--- src/rtl/btn_press_ctrl.sv ---
// Button press controller: synchronise, debounce, classify short/long presses, sequence the LED counter.
// Optional long-press detection is built when BTN_PRESS_LONG_EN is defined.
module btn_press_ctrl #(
  parameter int DB_CYCLES   = 1_000_000,
  parameter int LONG_CYCLES = 100_000_000,
  parameter int LED_W       = 4
) (
  input  logic             clk,
  input  logic             reset_n,
  input  logic             btn,
  output logic [LED_W-1:0] led,
  output logic             short_pulse,
  output logic             long_pulse,
  output logic             busy
);

  localparam int DB_W = $clog2(DB_CYCLES);
  localparam logic [DB_W-1:0] DB_LAST = DB_W'(DB_CYCLES - 1);

  if (DB_CYCLES < 2 || LONG_CYCLES <= DB_CYCLES) begin : g_param_check
    $error("btn_press_ctrl: need DB_CYCLES >= 2 and LONG_CYCLES > DB_CYCLES");
  end

  typedef enum logic [1:0] {
    IDLE       = 2'd0,
    DB_PRESS   = 2'd1,
    HELD       = 2'd2,
    DB_RELEASE = 2'd3
  } state_t;

  state_t          state;
  logic            btn_m;
  logic            btn_s;
  logic [1:0]      sync_vld;
  logic            armed;
  logic [DB_W-1:0] db_cnt;
  logic            long_done;

`ifdef BTN_PRESS_LONG_EN
  localparam int HOLD_W = $clog2(LONG_CYCLES);
  localparam logic [HOLD_W-1:0] HOLD_LAST = HOLD_W'(LONG_CYCLES - 1);
  localparam logic [HOLD_W-1:0] HOLD_PRE  = HOLD_W'(LONG_CYCLES - 2);

  logic [HOLD_W-1:0] hold_cnt;
  logic              long_flag;

  assign long_done = long_flag;
`else
  assign long_done  = 1'b0;
  assign long_pulse = 1'b0;
`endif

  // The synchroniser flops reset to 0, so btn_s only reflects the pin once
  // sync_vld has filled; arming waits for that so a button held through
  // reset is not mistaken for a release.
  always_ff @(posedge clk) begin
    if (!reset_n) begin
      btn_m       <= 1'b0;
      btn_s       <= 1'b0;
      sync_vld    <= 2'b00;
      armed       <= 1'b0;
      state       <= IDLE;
      db_cnt      <= '0;
      led         <= '0;
      short_pulse <= 1'b0;
      busy        <= 1'b0;
`ifdef BTN_PRESS_LONG_EN
      hold_cnt    <= '0;
      long_flag   <= 1'b0;
      long_pulse  <= 1'b0;
`endif
    end else begin
      btn_m       <= btn;
      btn_s       <= btn_m;
      sync_vld    <= {sync_vld[0], 1'b1};
      short_pulse <= 1'b0;
`ifdef BTN_PRESS_LONG_EN
      long_pulse  <= 1'b0;
`endif
      if (sync_vld[1] && !btn_s) armed <= 1'b1;

      case (state)
        IDLE: begin
          if (armed && btn_s) begin
            state  <= DB_PRESS;
            db_cnt <= '0;
            busy   <= 1'b1;
          end
        end
        DB_PRESS: begin
          if (!btn_s) begin
            state <= IDLE;
            busy  <= 1'b0;
          end else if (db_cnt == DB_LAST) begin
            state <= HELD;
`ifdef BTN_PRESS_LONG_EN
            hold_cnt  <= '0;
            long_flag <= 1'b0;
`endif
          end else begin
            db_cnt <= db_cnt + 1'b1;
          end
        end
        HELD: begin
`ifdef BTN_PRESS_LONG_EN
          // Threshold is evaluated even on the cycle the button falls, so
          // the long action wins over a coincident release.
          if (hold_cnt != HOLD_LAST) begin
            hold_cnt <= hold_cnt + 1'b1;
            if (hold_cnt == HOLD_PRE && !long_flag) begin
              long_flag  <= 1'b1;
              long_pulse <= 1'b1;
              led        <= '0;
            end
          end
`endif
          if (!btn_s) begin
            state  <= DB_RELEASE;
            db_cnt <= '0;
          end
        end
        DB_RELEASE: begin
          if (btn_s) begin
            state  <= HELD;
            db_cnt <= '0;
          end else if (db_cnt == DB_LAST) begin
            state <= IDLE;
            busy  <= 1'b0;
            if (!long_done) begin
              short_pulse <= 1'b1;
              led         <= led + 1'b1;
            end
          end else begin
            db_cnt <= db_cnt + 1'b1;
          end
        end
        default: begin
          state <= IDLE;
          busy  <= 1'b0;
        end
      endcase
    end
  end

endmodule

--- config.mk ---
export PLATFORM = sky130hd
export DESIGN_NAME = btn_press_ctrl
export DESIGN_NICKNAME = d
export VERILOG_FILES = /design/src/rtl/btn_press_ctrl.sv
export SDC_FILE = /design/constraint.sdc
export NUM_CORES = 1
export LEC_CHECK = 0
export CAP_MARGIN = 40
export CORE_ASPECT_RATIO = 1.1
export CORE_MARGIN = 3
export CORE_UTILIZATION = 39
export CTS_CLUSTER_DIAMETER = 60
export DETAILED_ROUTE_END_ITERATION = 6
export PLACE_DENSITY_LB_ADDON = 0.05
export SYNTH_ARGS = -nofsm -noshare
export SYNTH_HDL_FRONTEND = slang
export SYNTH_SLANG_ARGS = --single-unit
export TNS_END_PERCENT = 50
--- constraint.sdc ---
create_clock -name clk -period 1.7 [get_ports clk]
set_input_delay 0.425 -clock clk [delete_from_list [all_inputs] [get_ports clk]]
set_output_delay 0.425 -clock clk [all_outputs]
set_load 0.005 [all_outputs]
==> summary.md <==
| Metric | Value |
|---|---|
| Status | `finished clean` |
| Mapped Cells | `approximately 210` |
| Setup Buffers After CTS | `0` |
| Syn. warnings | `0` |
| CTS Buf Count | `5` |
| RSZ-0062 raised after global routing | `true` |
| Avg Inst Size Synth | `8.66 sq um` |
| Util after Layout | `0.527` |
| P&R area growth vs syn | `27.6%` |
| DRC | `0` |
| Total gr overflow | `0` |
| Clk slew on worst S/H paths | `approximately 0.070 ns` |
| Total global-route track usage | `0.175` |
| H-tree levels | `2` |
| CTS sink cnt | `33` |
| Pins Over Slew Limit | `0` |
| Critical path class | `flip-flop to flip-flop` |
| Antenna Diode Count | `0` |
| Share of the yosys chip area belonging to registers | `0.365` |
| CTS tree | `built` |
| Clk_lat worst skew | `between 0.2 and 0.3 ns` |
| Initial DRT Pass Iterations | `4` |
| Largest net degree at the start of global routing | `17` |
| Die width | `70.9 microns` |
| Clock tree buffer depth | `2` |
| 1st-iter DRT viols | `just over 90` |
| DIE AREA | `around 5500 sq um` |
| #FFs+latches synth | `33` |
| GR Util met2 | `0.299` |
| Fin crit share | `0.989` |
| Busiest grt layer | `met2` |
| # port buffers | `8` |
| Combinational Power Share | `0.068` |
| Crit. End Element | `flip-flop` |
| Die height | `77.4 microns` |
| Routed WL | `4560 microns` |
| Asr flop ratio synth | `0` |
| Share of layout cells above drive strength 1 | `0.245` |
| CP max FO | `3` |
| Reg power frac | `0.527` |
| Final Skew | `0.00422 ns` |
| Leakage | `around 0.9 nW` |
| EDFF count, synth | `0` |
| Peak supply drop | `441 uV` |
| WP data arrival | `about 1.9 ns` |
| Hold Worst Slack | `approximately 0.44 ns` |
| Met3 Track Usage GR | `0.0350` |
| Routed Antenna Nets | `0` |
| HPWL Detailed | `~3400 microns` |
| Dpl cells | `about 300` |
| Initial antenna violation count | `0` |
| # fillers | `between 400 and 500` |
| Max cap viols | `0` |
| Period minus WS final | `about 1.7 ns` |
| Sw Pwr | `347 uW` |
| WL per Instance | `15.0 microns` |
| DR vias | `about 1700` |
| Non-filler cells, final | `a little over 300` |
| Data required, critical path | `about 1.9 ns` |
| GR met1 Demand/Resource | `0.224` |
| Final hold viol count | `0` |
| Post-Syn Area | `1810 sq um` |
| Pwr/cell area | `651 nW/um^2` |
| Core area | `between 4000 and 5000 sq um` |
| Setup violators final | `0` |
| Clock root buffer | `clkbuf_8` |
| Syn_nets | `214` |
| Synth cell types | `46` |
| I/O pin total | `10` |
| Achievable clock frequency | `slightly below 600 MHz` |
| Crit start category | `flip-flop` |
| Sw frac | `0.231` |
| Routed vias/inst | `between 5 and 6` |
| Clock Power Share | `0.405` |
| Pint | `approximately 1.2 mW` |
| Site Rows | `25` |
| Worst Hold Class | `flip-flop to flip-flop` |
| Vias in the first global route | `between 1500 and 2000` |
| Final RePlAce weighted congestion | `~0.86` |
| Starting density of the core | `0.413` |
| First-pass GRT wire length | `around 7800 microns` |
| Tot Pwr | `1.50 mW` |
| Fin nets | `254` |
| Synth Flop Type | `dfxtp_1` |
[stage by stage]
| step | area, sq um | setup TNS [ns] | setup slack, ns |
|---|---|---|---|
| 3_3_place_gp | 2160 | -0.293 | -0.0505 |
| 3_5_place_dp | 2160 | -0.855 | -0.104 |
| 2_1_floorplan | 1810 | 0 | 0.0716 |
| 5_1_grt | 2310 | -0.0615 | -0.0420 |
| 4_1_cts | 2270 | -0.0108 | -0.0108 |
| 6_report | 2310 | 0 | 0.0195 |
[worst paths after layout]
kind | from | end | slack [ns] | cells after the start
max | db_cnt[1] | db_cnt[14] | 0.02 | 5
min reg2reg | sync_vld[0] | sync_vld[1] | 0.44 | 1
min | sync_vld[0] | sync_vld[1] | 0.44 | 1
max reg2reg | db_cnt[1] | db_cnt[14] | 0.02 | 5
[cells in the mapped netlist (2+ instances only)]
cell type	number	area, sq um
o311ai_0	3	26.3
a21boi_0	2	15.0
buf_6	4	45.0
nand4_1	12	75.1
nand2_1	25	93.8
dfxtp_1	33	661
or3_1	2	12.5
and2_1	7	43.8
ha_1	2	25.0
or2b_1	5	37.5
a211oi_1	4	30.0
a21oi_1	10	50.1
inv_1	6	22.5
nand3_1	12	60.1
and3_1	5	31.3
buf_4	3	22.5
nor2_1	5	18.8
nand2b_1	7	43.8
clkbuf_1	4	15.0
o41ai_1	2	17.5
o21ai_0	7	35.0
nand4b_1	2	17.5
mux2i_1	13	130
buf_2	2	10.0
nor4b_1	2	17.5
nor3_1	7	35.0
xnor2_1	2	17.5
a31oi_1	2	12.5
nor4_1	2	12.5
[layer usage]
layer  part of all wire  routed length, microns
met1               0.47                    2130
met2               0.49                    2220
met3              0.037                     169
met4             0.0090                      41
met5                  0                       0
[worst max-delay path: stages, from the launching register on]
cell and delay [ns]:
dfxtp_2 0.36, ha_4 0.14, nand4_1 0.16, or2_1 0.31, or4b_4 0.49, mux2i_1 0.12
[cell usage in the layout, fill, tap and decap left out, types with 7 or more instances in the layout]
| master | instances |
|---|---|
| buf_4 | 37 |
| dfxtp_1 | 28 |
| nand2_1 | 25 |
| mux2i_1 | 13 |
| nand4_1 | 12 |
| nand3_1 | 12 |
| a21oi_1 | 10 |
| clkdlybuf4s50_1 | 8 |
| and2_1 | 7 |
| o21ai_0 | 7 |
| nand2b_1 | 7 |
| nor3_1 | 7 |
[layout make-up]
| class | instances | area, sq um | area share |
|---|---|---|---|
| inverter | 6 | 22.5 | 0.00976 |
| multi-input combinational | 157 | 1090 | 0.471 |
| sequential | 33 | 667 | 0.289 |
| tap | 54 | 67.6 | 0.0293 |
| clock buffer | 7 | 86.3 | 0.0374 |
| timing repair buffer | 46 | 378 | 0.164 |
[timing repair]
| item | in CTS | in global routing |
|---|---|---|
| hold buffers | 0 | 0 |
| resized for setup | 8 | 9 |
| setup endpoints to repair | 5 | 13 |
| pin swaps | 3 | 1 |
| gates cloned | 0 | 0 |
[cells by family after synthesis]
family	count (synthesis)	synth area share
AND/OR/NAND/NOR	103	0.333
AO/OA/AOI/OAI	36	0.141
flip-flops	33	0.365
buffers and inverters	19	0.0636
multiplexers	13	0.0719
adder cells (fa/ha/maj)	2	0.0138
XOR/XNOR	2	0.00968
other	1	0.00207
[sequential cells by signal, summed over array words and instances, names as in the netlist, named ones only]
signal / flops
busy: 1
state: 1
db_cnt: 20
led: 4
btn_s: 1
btn_m: 1
sync_vld: 2
short_pulse: 1
armed: 1
[power groups by stage]
stage	Clock, mW	Sequential, mW	Combinational, mW
CTS	0.628	0.790	0.102
detailed placement	0	0.808	0.102
floorplan	0	0.803	0.0637
finish	0.609	0.791	0.103
global placement	0	0.807	0.0988
global route	0.652	0.791	0.114
(Power assumes the default switching activity.)
